--- config.mk ---
export PLATFORM = sky130hd
export DESIGN_NAME = rx_gearbox
export DESIGN_NICKNAME = d
export VERILOG_FILES = /design/src/rtl/rx_pkg.sv /design/src/rtl/rx_gearbox.sv
export SDC_FILE = /design/constraint.sdc
export NUM_CORES = 1
export LEC_CHECK = 0
export ABC_AREA = 1
export BUFFER_PORTS_ARGS = -buffer_cell sky130_fd_sc_hd__buf_4
export CORE_MARGIN = 1
export CORE_UTILIZATION = 47
export CTS_CLUSTER_DIAMETER = 50
export DETAILED_ROUTE_END_ITERATION = 12
export GPL_TIMING_DRIVEN = 0
export PLACE_DENSITY = 0.86
export SETUP_SLACK_MARGIN = 0.2
export SYNTH_ARGS = -nofsm -noshare
export SYNTH_HDL_FRONTEND = slang
export SYNTH_SLANG_ARGS = --single-unit
--- constraint.sdc ---
create_clock -name clk_i -period 1.5 [get_ports clk_i]
set_input_delay 0.15 -clock clk_i [delete_from_list [all_inputs] [get_ports clk_i]]
set_output_delay 0.15 -clock clk_i [all_outputs]
set_load 0.1 [all_outputs]
--- src/rtl/rx_pkg.sv ---
// ---------------------------------------------------------------------------
// rx_pkg
// Shared constants and types for the Aurora 64b/66b receive path.
//   AURORA_BLOCK_W : width of one 64b/66b block (2-bit sync header + 64 payload)
//   SERDES_WORD_W  : width of the word delivered by the SERDES each cycle
//   GBOX_BUF_W     : gearbox sliding-buffer width (128-bit aligner offset
//                    range plus one block)
//   gbox_state_t   : gearbox FSM state (priming the buffer, or running)
// ---------------------------------------------------------------------------
package rx_pkg;

  localparam int AURORA_BLOCK_W = 66;
  localparam int SERDES_WORD_W  = 32;
  localparam int GBOX_BUF_W     = 194;

  typedef enum logic {GB_FILL, GB_RUN} gbox_state_t;

endpackage

--- src/rtl/rx_gearbox.sv ---
// ---------------------------------------------------------------------------
// rx_gearbox
// RX gearbox for the Aurora 64b/66b path. SERDES words are shifted into a
// sliding buffer. Once enough bits have arrived to fill the buffer, a
// one-cycle pulse is produced each time another 66 new bits have arrived,
// and the residual bit count is reported so the aligner can find the block.
//
// Ports
//   clk_i       in   recovered-word clock
//   rst_ni      in   asynchronous reset, active-low
//   data_i      in   SERDES word
//   data_vld_i  in   data_i valid this cycle
//   flush_i     in   synchronous flush/resync request (flush beats data)
//   gbox_buffer out  sliding buffer, newest bits at [WORD_W-1:0]
//   gbox_cnt    out  bits newer than the completed block (0..31)
//   buffer_dv   out  one-cycle pulse, a full new block is in gbox_buffer
//   primed_o    out  buffer has been completely filled since reset/flush
//
// The completed block sits at gbox_buffer[gbox_cnt+BLOCK_W-1 : gbox_cnt].
// ---------------------------------------------------------------------------
module rx_gearbox
  import rx_pkg::*;
#(
  parameter int WORD_W  = SERDES_WORD_W,
  parameter int BLOCK_W = AURORA_BLOCK_W,
  parameter int BUF_W   = GBOX_BUF_W,
  parameter bit BIT_REV = 1'b0
) (
  input  logic              clk_i,
  input  logic              rst_ni,
  input  logic [WORD_W-1:0] data_i,
  input  logic              data_vld_i,
  input  logic              flush_i,
  output logic [BUF_W-1:0]  gbox_buffer,
  output logic [5:0]        gbox_cnt,
  output logic              buffer_dv,
  output logic              primed_o
);

  // 7 bits covers the largest fill + WORD_W value (64 + 32 = 96).
  localparam logic [6:0] WORD_INC   = 7'(WORD_W);
  localparam logic [6:0] BLOCK_LEN  = 7'(BLOCK_W);
  // Seven words (224 bits) are the first count that covers the whole buffer.
  localparam logic [2:0] PRIME_LAST = 3'd6;

  logic [WORD_W-1:0] word;
  gbox_state_t       state;
  logic [6:0]        fill;
  logic [6:0]        nf;
  logic [2:0]        prime_cnt;

  // Optional SERDES bit-order swap, resolved at elaboration time.
  for (genvar i = 0; i < WORD_W; i++) begin : g_bitrev
    if (BIT_REV) begin : g_rev
      assign word[i] = data_i[WORD_W-1-i];
    end else begin : g_fwd
      assign word[i] = data_i[i];
    end
  end

  assign nf = fill + WORD_INC;

  always_ff @(posedge clk_i or negedge rst_ni) begin
    if (!rst_ni) begin
      gbox_buffer <= '0;
      gbox_cnt    <= '0;
      buffer_dv   <= 1'b0;
      primed_o    <= 1'b0;
      state       <= GB_FILL;
      fill        <= '0;
      prime_cnt   <= '0;
    end else if (flush_i) begin
      // The buffer contents are kept; they will be displaced during FILL.
      gbox_cnt    <= '0;
      buffer_dv   <= 1'b0;
      primed_o    <= 1'b0;
      state       <= GB_FILL;
      fill        <= '0;
      prime_cnt   <= '0;
    end else if (data_vld_i) begin
      gbox_buffer <= {gbox_buffer[BUF_W-WORD_W-1:0], word};
      if (state == GB_FILL) begin
        buffer_dv <= 1'b0;
        prime_cnt <= prime_cnt + 3'd1;
        if (prime_cnt == PRIME_LAST) begin
          state    <= GB_RUN;
          primed_o <= 1'b1;
        end
      end else begin
        // nf < 2*BLOCK_W, so at most one block completes per word and
        // buffer_dv can never be high two cycles running.
        if (nf >= BLOCK_LEN) begin
          buffer_dv <= 1'b1;
          fill      <= nf - BLOCK_LEN;
          gbox_cnt  <= 6'(nf - BLOCK_LEN);
        end else begin
          buffer_dv <= 1'b0;
          fill      <= nf;
        end
      end
    end else begin
      buffer_dv <= 1'b0;
    end
  end

endmodule

Word-level counts from Yosys, hierarchy flattened
Cells that the tools add are included.
- add/subtract/negate cells: 3
- $lt $le $gt $ge: 1
- equal/unequal tests: 2
- muxes and demuxes: 23
- bitwise gates (word level): 1
- reductions and logical operators: 9
- operators with widths (kind ; count):
    7-bit two-way mux ; 4
    6-bit two-way mux ; 4
    1-bit two-way mux ; 12
    3-bit two-way mux ; 3
    2-bit nonzero test ; 4
    7-bit by 6-bit adder with 7-bit output, second input constant ; 1
    7-bit greater-or-equal comparator, second input constant ; 1
    7-bit subtractor, second input constant ; 1
    2-bit AND reduction ; 3
    3-bit AND reduction ; 2
    3-bit by 1-bit adder with 3-bit output, second input constant ; 1
    3-bit equality test, second input constant ; 1
    2-bit inequality test, second input constant ; 1
    1-bit NOT ; 1
- bits in registers: 213
- input bits: 36
- output and inout bits: 202
- logic and storage cells: 46

Longest topological paths before layout
Gate-level depths: netlist of run 1.
- depth in word-level cells: 6
- gate-level depth with buffers: 9
- mapped depth without buffers: 8

Worst setup path after synthesis of run 1
No wires, ideal clock.
- path type: register to register
- from: reg fill[5]
- to: reg gbox_cnt[1]
- arrival: 1.422 ns
- required time: 1.377 ns
- path slack: -0.045 ns
- stages on the path, launching flop included: 10
- buffers on the path: 1
- period minus slack after synthesis: 1.545 ns
- path through: dfrtp_1 > inv_2 > ha_1 > nor2_1 > nand3_1 > nand3_2 > nand2_1 > buf_6 > nand3_1 > nand2_1
- cells in the longest elaborated chain, start to end: 4
- RTL lines (what ; RTL line ; RTL):
    start: declaration ; rx_gearbox.sv:48 ; logic [6:0] fill;
    start signal: assignment ; rx_gearbox.sv:94 ; fill <= nf - BLOCK_LEN;
    start signal: assignment ; rx_gearbox.sv:98 ; fill <= nf;
    7-bit by 6-bit adder with 7-bit output ; rx_gearbox.sv:61 ; assign nf = fill + WORD_INC;
    7-bit greater-or-equal comparator ; rx_gearbox.sv:92 ; if (nf >= BLOCK_LEN) begin
    2-bit nonzero test (no line) ; n/a ;
    3-bit AND reduction (no line) ; n/a ;
    end signal: assignment ; rx_gearbox.sv:95 ; gbox_cnt <= 6'(nf - BLOCK_LEN);
    end: declaration ; rx_gearbox.sv:35 ; output logic [5:0] gbox_cnt,
Every way passes these cells.
A chain may end at the register's enable or synchronous reset.

Worst setup path in the final report of run 1
- from: reg fill[6]
- to: reg fill[2]
- cells in the longest elaborated chain, start to end: 6
- RTL lines (what ; RTL line ; RTL):
    7-bit by 6-bit adder with 7-bit output ; rx_gearbox.sv:61 ;
    7-bit greater-or-equal comparator ; rx_gearbox.sv:92 ;
    7-bit two-way mux ; rx_gearbox.sv:92 ;
    7-bit two-way mux ; rx_gearbox.sv:82 ; if (state == GB_FILL) begin
    7-bit two-way mux ; rx_gearbox.sv:80 ; end else if (data_vld_i) begin
    7-bit two-way mux ; rx_gearbox.sv:72 ; end else if (flush_i) begin
Every way passes these cells. The select of a mux whose other input is x is not followed.

==> flow_metrics.env, run 1 <==
export IMPL_wl_um=33600
export IMPL_netSwitchingPower_mw=17.4
export IMPL_top_layer_used="met4"
export IMPL_placed_area_um2=10600
export IMPL_finalSetupViolCount=0
export IMPL_layout_drive_gt1_share_pct=59.5
export IMPL_dp_cells=1084
export IMPL_p_int_mw=18.7
export IMPL_filler_cell_count=692
export IMPL_ant_nets=0
export IMPL_ys_ff_latch=212
export IMPL_ctsHoldBuffers=33
export IMPL_crit_arrival_ns=1.89
export IMPL_post_route_period_util_pct=99.1
export IMPL_regToRegSetupSlack_ns=0.01
export IMPL_synth_area_leaders="dfrtp_1, mux2_4, mux2_2"
export IMPL_clockBufferDepth=3
export IMPL_die_area_um2=18500
export IMPL_required_ns=1.90
export IMPL_tightest_slew_ns=0.831
export IMPL_antenna_found_initial=0
export IMPL_synth_edf_count=0
export IMPL_rsz0062_at_grt="yes"
export IMPL_firstDrtPassIters=7
export IMPL_avgRoutedWirePerCell_um=26.3
export IMPL_design_area_um2=15000
export IMPL_clk_pin_slew_ns=0.06
export IMPL_drcViolationCount=0
export IMPL_yosysMostFrequentCell="dfrtp_1"
export IMPL_r2r_end="fill[2]"
export IMPL_vias=7136
export IMPL_synth_area_leader_cell="dfrtp_1"
export IMPL_area_growth_pct=77.5
export IMPL_swShare_pct=48.2
export IMPL_core_area_um2=17400
export IMPL_final_hold_viol_count=108
export IMPL_die_h_um=136
export IMPL_htreeDepth=1
export IMPL_grt_max_degree=109
export IMPL_yosysWarningCount=0
export IMPL_rows=48
export IMPL_setup_tns_ns=0
export IMPL_fin_skew_ns=0.0257
export IMPL_synth_top_cell_area_share_pct=62.7
export IMPL_path_class="register to register"
export IMPL_viasPerCell=5.58
export IMPL_synthArstFlopShare_pct=100
export IMPL_hp_class="input pin to asynchronous set/reset pin"
export IMPL_final_max_slew_viol_count=0
export IMPL_powerDensity_nw_per_um2=2400
export IMPL_start_util_pct=48.6
export IMPL_wl_met3_um=2230
export IMPL_ir_worst_vdd_mv=1.89
export IMPL_holdWs_ns=-0.327
export IMPL_cts_tree="yes"
export IMPL_period_needed_ns=1.49
export IMPL_syn_inst=621
export IMPL_power_frac_clock_pct=20.5
export IMPL_syn_area_um2=8460
export IMPL_avgSynthCellArea_um2=13.6
export IMPL_dpl_hpwl_um=14600
export IMPL_clk_root_buffer_cell="clkbuf_16"
export IMPL_synth_commonest_cells="dfrtp_1, mux2_4, nand2_1"
export IMPL_combPwrFrac_pct=54.6
export IMPL_antenna_cells=0
export IMPL_ys_seq_area_share_pct=62.7
export IMPL_final_nets=1074
export IMPL_status="complete, but fails checks"
export IMPL_power_leakage_nw=7.39
export IMPL_grt_ovfl_total=0
export IMPL_critPathCaptureType="register"
export IMPL_grtUsageTotal_pct=30.8
export IMPL_drtIter0Drc=510
export IMPL_grt_pass1_wl_um=42300
export IMPL_cts_made_buffers=26
export IMPL_wl_met2_um=18000
export IMPL_synth_fp_nets=662
export IMPL_clk_latency_ns=0.53
export IMPL_routabilityCongestion=0.819
export IMPL_met1_length_um=11600
export IMPL_cap_violations=0
export IMPL_portBuffers=237
export IMPL_seq_power_share_pct=25.0
export IMPL_r2r_start="fill[6]"
export IMPL_path_max_fanout=5
export IMPL_cts_sinks=212
export IMPL_boundaryPins=238
export IMPL_max_freq_ghz=0.673
export IMPL_fp_dieW_um=136
export IMPL_maxSlewHeadroom_pct=44.6
export IMPL_violations="hold timing"
export IMPL_synth_cell_type_count=24
export IMPL_instances_no_fill=1278
export IMPL_r2r_cells=8
export IMPL_synth_top_flop_cell="dfrtp_1"
export IMPL_grt_pass1_vias=7187
export IMPL_startpoint_type="register"
export IMPL_total_power_mw=36.1
worst max-delay path, stage by stage (launching register included):
cell and delay (ns):
dfrtp_1 0.42, ha_4 0.27, nor2_4 0.08, nand3_2 0.11
nand3_4 0.13, nand2_4 0.07, buf_6 0.14, nand3_2 0.06
nand2_1 0.08
power groups by stage:
stage / sequential [mW] / combinational [mW] / clock, mW
after floorplan: 18.1 / 1.79 / 0
after global placement: 8.18 / 14.8 / 0
after detailed placement: 8.27 / 15.0 / 0
after CTS: 8.61 / 17.8 / 7.28
after global routing: 9.08 / 20.0 / 7.65
final: 9.00 / 19.7 / 7.38
metal layers:
layer  track usage, %  vias to the layer above
met2             54.5                      433
li1                 -                     2891
met4             15.0                        0
met3             7.61                      136
met1             34.4                     3676
met5                0                        -
how the worst max path moves through the flow:
stage                     startpoint             end  slack, ns  depth (start not counted)
after detailed placement     fill[5]         fill[2]      -0.13                          9
after global placement        rst_ni  gbox_buffer[0]      -1.23                          1
after floorplan              fill[5]     gbox_cnt[1]       0.07                          9
final                        fill[6]         fill[2]       0.01                          8
after CTS                    fill[5]         fill[2]       0.07                          9
after global routing         fill[6]         fill[2]      -0.05                          8
kinds of logic after synthesis:
family / synth area share, %
compound gates: 4.07
flops: 62.7
mux: 20.9
simple gates: 6.32
xor+xnor: 0.311
buf+inv: 5.00
fa+ha+maj: 0.740
registers in the layout, indices dropped and copies added (netlist names):
name / cells
buffer_dv: 1
fill: 6
gbox_buffer: 194
gbox_cnt: 6
prime_cnt: 3
primed_o: 1
state: 1
layout make-up:
| cell class | count | area, µm² | area share (%) |
|---|---|---|---|
| sequential | 212 | 5360 | 35.7 |
| timing repair buffer | 384 | 5100 | 34.0 |
| multi-input combinational | 334 | 2840 | 18.9 |
| clock buffer | 33 | 748 | 4.98 |
| tap | 225 | 282 | 1.87 |
| clock inverter | 15 | 262 | 1.74 |
| buffer | 30 | 254 | 1.69 |
| inverter | 45 | 169 | 1.12 |
per-stage QoR:
step,util [%],worst slack (ns)
floorplan,-,0.0690
global placement,60.6,-1.23
detailed placement,60.8,-0.130
CTS,80.3,0.0672
global route,86.2,-0.0463
finish,86.2,0.0138
layout by cell type (no fill, tap or decap), drive strengths merged:
cell type,instances
buf,379
dfrtp,212
mux2,130
nand2,60
inv,47
nor2,41
clkbuf,35
o21ai,34
dlygate4sd3,33
a21oi,32
nand3,23
bufinv,7
clkinv,6
ha,5
xor2,3
nand3b,2
nand4,2
o31ai,1
o22ai,1
repair_timing:
action,CTS,global route
buffers inserted,54,58
pin swaps,8,11
gates cloned,1,0
setup endpoints to repair,208,151
resized for setup,415,163
hold endpoints to repair,143,108
(Power assumes the default switching activity.)
==> inputs of run 2 (changes only) <==
--- a/config.mk
+++ b/config.mk
@@ -8,11 +8,11 @@
 export ABC_AREA = 1
 export BUFFER_PORTS_ARGS = -buffer_cell sky130_fd_sc_hd__buf_4
 export CORE_MARGIN = 1
-export CORE_UTILIZATION = 47
+export CORE_UTILIZATION = 52
 export CTS_CLUSTER_DIAMETER = 50
 export DETAILED_ROUTE_END_ITERATION = 12
 export GPL_TIMING_DRIVEN = 0
-export PLACE_DENSITY = 0.86
+export PLACE_DENSITY = 0.78
 export SETUP_SLACK_MARGIN = 0.2
 export SYNTH_ARGS = -nofsm -noshare
 export SYNTH_HDL_FRONTEND = slang
==> constraint.sdc (replaced) <==
create_clock -name clk_i -period 1.7 [get_ports clk_i]
set_input_delay 0.17 -clock clk_i [delete_from_list [all_inputs] [get_ports clk_i]]
set_output_delay 0.17 -clock clk_i [all_outputs]
set_load 0.1 [all_outputs]
==> run 2 against run 1 <==
Effect of this change: the flow now finishes without violations; die area is 9.5% lower; count of clock-buffer cells in the layout is the same; global-route usage fell by 5.5 points; worst hold slack gained 0.37 ns; critical path depth up 1; wire length down 38%; core utilization shrank 12 points; via count shrank 18%; sequential share of layout area grew 9.5 points; critical path type unchanged.
==> flow_metrics.env, run 2 (synthesis results as in run 1) <==
export IMPL_status="complete, no violations"
export IMPL_grtUsageTotal_pct=25.3
export IMPL_r2r_start="fill[5]"
export IMPL_required_ns=2.08
export IMPL_clockBufferDepth=3
export IMPL_die_area_um2=16800
export IMPL_mostFrequentLayoutCell="buf_4"
export IMPL_firstDrtPassIters=4
export IMPL_final_hold_viol_count=0
export IMPL_grt_pass1_wl_um=32400
export IMPL_routabilityCongestion=0.847
export IMPL_viasPerCell=5.08
export IMPL_dp_cells=1075
export IMPL_final_nets=965
export IMPL_hp_class="input pin to register"
export IMPL_grt_pass1_vias=6021
export IMPL_avgRoutedWirePerCell_um=18.1
export IMPL_rows=46
export IMPL_cts_tree="yes"
export IMPL_max_freq_ghz=0.680
export IMPL_dpl_hpwl_um=14100
export IMPL_worstHoldStart="data_vld_i"
export IMPL_final_cell_mix="buf_4, dfrtp_1, mux2_4"
export IMPL_post_route_period_util_pct=86.5
export IMPL_clk_root_buffer_cell="clkbuf_16"
export IMPL_clk_pin_slew_ns=0.06
export IMPL_rsz0062_at_grt="yes"
export IMPL_critPathCaptureType="register"
export IMPL_crit_arrival_ns=1.85
export IMPL_crit_slowest_cell="dfrtp_1"
export IMPL_drcViolationCount=0
export IMPL_hold_path_cell_count=3
export IMPL_core_area_um2=15900
export IMPL_placed_area_um2=10600
export IMPL_startpoint_type="register"
export IMPL_cts_made_buffers=23
export IMPL_wl_um=20900
export IMPL_instances_no_fill=1154
export IMPL_top_register="gbox_buffer"
export IMPL_finalSetupViolCount=0
export IMPL_path_max_fanout=5
export IMPL_antenna_cells=0
export IMPL_area_growth_pct=38.6
export IMPL_vias=5860
export IMPL_fin_skew_ns=0.00928
export IMPL_cts_sinks=212
export IMPL_critPathTopFamily="simple AND/OR/NAND/NOR gates"
export IMPL_regToRegSetupSlack_ns=0.23
export IMPL_final_max_slew_viol_count=0
export IMPL_r2r_end="gbox_cnt[4]"
export IMPL_htreeDepth=1
export IMPL_portBuffers=237
export IMPL_start_util_pct=53.3
export IMPL_setup_tns_ns=0
export IMPL_fp_dieW_um=130
export IMPL_cap_violations=0
export IMPL_path_cells="inv_2 -> ha_4 -> nor2_1 -> nand3_1 -> nand3_2 -> nand2_2 -> buf_6 -> nand3_1 -> nand2_1"
export IMPL_ant_nets=0
export IMPL_r2r_cells=9
export IMPL_tightest_slew_ns=0.582
export IMPL_path_class="register to register"
export IMPL_drtIter0Drc=280
export IMPL_largest_reg_flops=194
export IMPL_top_regs="gbox_buffer x194, fill x6, gbox_cnt x6"
export IMPL_design_area_um2=11700
export IMPL_critPathBufInv=2
export IMPL_antenna_found_initial=0
export IMPL_min_to="primed_o"
export IMPL_die_h_um=130
export IMPL_grt_ovfl_total=0
export IMPL_holdWs_ns=0.0411
export IMPL_slowest_delay_ns=0.40
export IMPL_clk_latency_ns=0.50
export IMPL_grt_max_degree=110
export IMPL_layout_drive_gt1_share_pct=47.5
export IMPL_cp_common_cell="nand3_1"
export IMPL_boundaryPins=238
export IMPL_maxSlewHeadroom_pct=61.2
export IMPL_period_needed_ns=1.47
-- run 2: area by class of cell --
| class | count | area, µm² |
|---|---|---|
| fillers | 1095 | 4160 |
| plain buffers | 30 | 256 |
| repair buffers | 278 | 2210 |
| well taps | 216 | 270 |
| flip-flops and latches | 212 | 5310 |
| clock inverters | 6 | 90.1 |
| inverters | 45 | 169 |
| multi-input cells | 334 | 2760 |
| clock buffers | 33 | 663 |
-- run 2: what timing repair did --
action | in CTS | in global routing
setup endpoints to repair | 10 | 49
pin swaps | 0 | 6
hold endpoints to repair | 140 | 0
gates cloned | 0 | 1
resized for setup | 2 | 10
hold buffers | 34 | 0
setup buffers | 2 | 3
-- run 2: worst min-delay path: stages --
cell	delay (ns)
buf_4	0.14
nand3_1	0.10
o21ai_0	0.08
-- run 2: through the flow --
stage,setup WS [ns],util [%]
after global placement,-1.03,66.2
after detailed placement,0.0887,66.5
after CTS,0.219,73.4
after global routing,0.127,73.8
final,0.230,73.8
after floorplan,0.228,-
-- run 2: metal layers --
layer / up-vias / GRT usage (%) / wire (µm)
met5: - / 0 / 0
met1: 2955 / 31.1 / 8220
met3: 39 / 6.36 / 1390
met4: 0 / 7.32 / 553
li1: 2678 / - / -
met2: 188 / 44.3 / 10700
-- run 2: worst max-delay path by stage --
stage | startpoint | end | slack (ns) | cells past startpoint
2_1_floorplan | fill[5] | gbox_cnt[1] | 0.23 | 9
6_report | fill[5] | gbox_cnt[4] | 0.23 | 9
3_5_place_dp | fill[5] | fill[1] | 0.09 | 9
3_3_place_gp | rst_ni | fill[5] | -1.03 | 1
4_1_cts | fill[5] | fill[1] | 0.22 | 9
5_1_grt | fill[5] | gbox_cnt[4] | 0.13 | 9
Power of run 2 is not shown: default switching activity piles up to over one toggle a cycle in this logic, so the estimate is an artifact.
==> inputs of run 3 (changes only) <==
--- a/config.mk
+++ b/config.mk
@@ -7,6 +7,7 @@
 export LEC_CHECK = 0
 export ABC_AREA = 1
 export BUFFER_PORTS_ARGS = -buffer_cell sky130_fd_sc_hd__buf_4
+export CORE_ASPECT_RATIO = 0.6
 export CORE_MARGIN = 1
 export CORE_UTILIZATION = 52
 export CTS_CLUSTER_DIAMETER = 50
==> constraint.sdc (replaced) <==
create_clock -name clk_i -period 1.5 [get_ports clk_i]
set_input_delay 0.15 -clock clk_i [delete_from_list [all_inputs] [get_ports clk_i]]
set_output_delay 0.15 -clock clk_i [all_outputs]
set_load 0.1 [all_outputs]
==> run 3 against run 2 <==
Effect of this change: the run now ends with hold timing left; first-iteration DRC count grew 89%; final cell count shrank 1.2%; fmax shrank 1.1%; setup slack lost 0.22 ns; non-clock buffer count grew 5; final area grew 15%; core utilization grew 12 points; register-to-register slack lost 0.22 ns; count of clock-buffer cells in the layout shrank 4; wire length grew 30%; flip-flop and latch count is the same; critical path type unchanged; highest routed layer unchanged.
==> flow_metrics.env, run 3 (synthesis results as in run 1) <==
export IMPL_r2r_start="fill[6]"
export IMPL_portBuffers=237
export IMPL_power_leakage_nw=6.57
export IMPL_clk_pin_slew_ns=0.07
export IMPL_start_util_pct=54.1
export IMPL_fp_dieW_um=167
export IMPL_path_max_fanout=5
export IMPL_firstDrtPassIters=4
export IMPL_clk_root_buffer_cell="clkbuf_16"
export IMPL_top_register="gbox_buffer"
export IMPL_core_area_um2=15600
export IMPL_grt_max_degree=127
export IMPL_avgRoutedWirePerCell_um=23.8
export IMPL_drcViolationCount=0
export IMPL_max_freq_ghz=0.673
export IMPL_layout_drive_gt1_share_pct=53.6
export IMPL_maxSlewHeadroom_pct=53.8
export IMPL_required_ns=1.88
export IMPL_startpoint_type="register"
export IMPL_rsz0062_at_grt="yes"
export IMPL_crit_arrival_ns=1.86
export IMPL_antenna_cells=0
export IMPL_total_power_mw=31.7
export IMPL_hp_class="input pin to asynchronous set/reset pin"
export IMPL_grt_ovfl_total=0
export IMPL_wl_um=27100
export IMPL_cts_sinks=212
export IMPL_htreeDepth=1
export IMPL_final_hold_viol_count=90
export IMPL_r2r_cells=8
export IMPL_grt_pass1_vias=6520
export IMPL_boundaryPins=238
export IMPL_final_max_slew_viol_count=0
export IMPL_area_growth_pct=58.7
export IMPL_fin_util_pct=85.9
export IMPL_dpl_hpwl_um=15300
export IMPL_tightest_slew_ns=0.694
export IMPL_violations="hold timing"
export IMPL_vias=6284
export IMPL_post_place_ws_ns=-0.189
export IMPL_holdWs_ns=-0.355
export IMPL_timing_final_ws_setup_ns=0.0139
export IMPL_grtUsageTotal_pct=28.2
export IMPL_top_regs="gbox_buffer x194, fill x6, gbox_cnt x6"
export IMPL_grt_pass1_wl_um=36400
export IMPL_r2r_end="fill[1]"
export IMPL_rows=35
export IMPL_cts_tree="yes"
export IMPL_die_h_um=101
export IMPL_filler_cell_count=666
export IMPL_antenna_found_initial=0
export IMPL_drtIter0Drc=528
export IMPL_path_class="register to register"
export IMPL_instances_no_fill=1140
export IMPL_final_cell_mix="dfrtp_1, buf_12, mux2_4"
export IMPL_clk_latency_ns=0.49
export IMPL_final_nets=967
export IMPL_fin_skew_ns=0.0151
export IMPL_critPathCaptureType="register"
export IMPL_regToRegSetupSlack_ns=0.01
export IMPL_ir_worst_vdd_mv=1.59
export IMPL_cap_violations=0
export IMPL_period_needed_ns=1.49
export IMPL_mostFrequentLayoutCell="dfrtp_1"
export IMPL_viasPerCell=5.51
export IMPL_clockBufferDepth=3
export IMPL_ant_nets=0
export IMPL_powerDensity_nw_per_um2=2360
export IMPL_finalSetupViolCount=0
export IMPL_cts_made_buffers=20
export IMPL_ctsHoldBuffers=32
export IMPL_status="complete, but fails checks"
export IMPL_routabilityCongestion=0.793
export IMPL_die_area_um2=16800
export IMPL_dp_cells=1062
export IMPL_post_route_period_util_pct=99.1
export IMPL_largest_reg_flops=194
run 3: cell types whose count changed in the layout (fill, tap and decap cells not counted), moves of 9 or more:
cell / previous run / this run
buf_8: 8 / 44
nand3_2: 1 / 10
dfrtp_1: 212 / 169
buf_6: 5 / 74
buf_4: 242 / 54
nand3_1: 22 / 12
dfrtp_2: 0 / 43
buf_12: 1 / 91
run 3: how the worst max path moves through the flow:
| stage | end | cells after the start | slack [ns] | startpoint |
|---|---|---|---|---|
| after floorplan | gbox_cnt[1] | 9 | 0.07 | fill[5] |
| after global placement | gbox_buffer[23] | 1 | -1.08 | rst_ni |
| after detailed placement | fill[2] | 9 | -0.19 | fill[1] |
| after CTS | fill[2] | 9 | 0.03 | fill[5] |
| after global routing | gbox_cnt[1] | 9 | -0.06 | fill[5] |
| final | fill[1] | 8 | 0.01 | fill[6] |
run 3: layout make-up:
cell class | instances | area [µm²] | area share, %
multi-input cells | 334 | 2830 | 21.1
repair buffers | 283 | 3900 | 29.0
well taps | 203 | 254 | 1.89
clock inverters | 4 | 70.1 | 0.522
plain buffers | 30 | 254 | 1.89
flip-flops and latches | 212 | 5360 | 39.9
clock buffers | 29 | 596 | 4.43
inverters | 45 | 169 | 1.26
run 3: power by group:
part	leakage [nW]	switching [mW]	internal [mW]
Sequential	2.49	1.82	7.15
Combinational	3.75	12.1	5.33
Clock	0.328	2.17	3.09
run 3: repair_timing:
item	CTS	global route
endpoints found under the setup margin	178	153
cloned	1	0
buffers inserted	9	3
pin swaps	13	7
hold endpoints to repair	122	90
resized for setup	249	222
run 3: per-stage QoR:
stage          hold slack, ns  setup TNS [ns]  instance area (µm²)
2_1_floorplan          -0.146               0                 8500
3_3_place_gp            0.365         -226.98                10500
3_5_place_dp            0.189           -1.76                10600
4_1_cts                -0.330               0                12600
5_1_grt                -0.297          -0.357                13400
6_report               -0.355               0                13400
run 3: critical path, cell delays in order, from the launching register on:
cell     delay (ns)
dfrtp_1        0.44
ha_4           0.27
nor2_4         0.08
nand3_2        0.11
nand3_4        0.12
nand2_4        0.07
buf_6          0.14
nand3_2        0.06
nand2_1        0.07
run 3: per-layer routing:
metal	wire length [µm]	track usage [%]	vias up	part of all wire [%]
met3	1940	7.62	58	7.2
li1	-	-	2671	-
met1	10600	36.6	3268	39
met4	630	6.34	0	2.3
met2	13900	48.1	287	51
met5	0	0	-	0
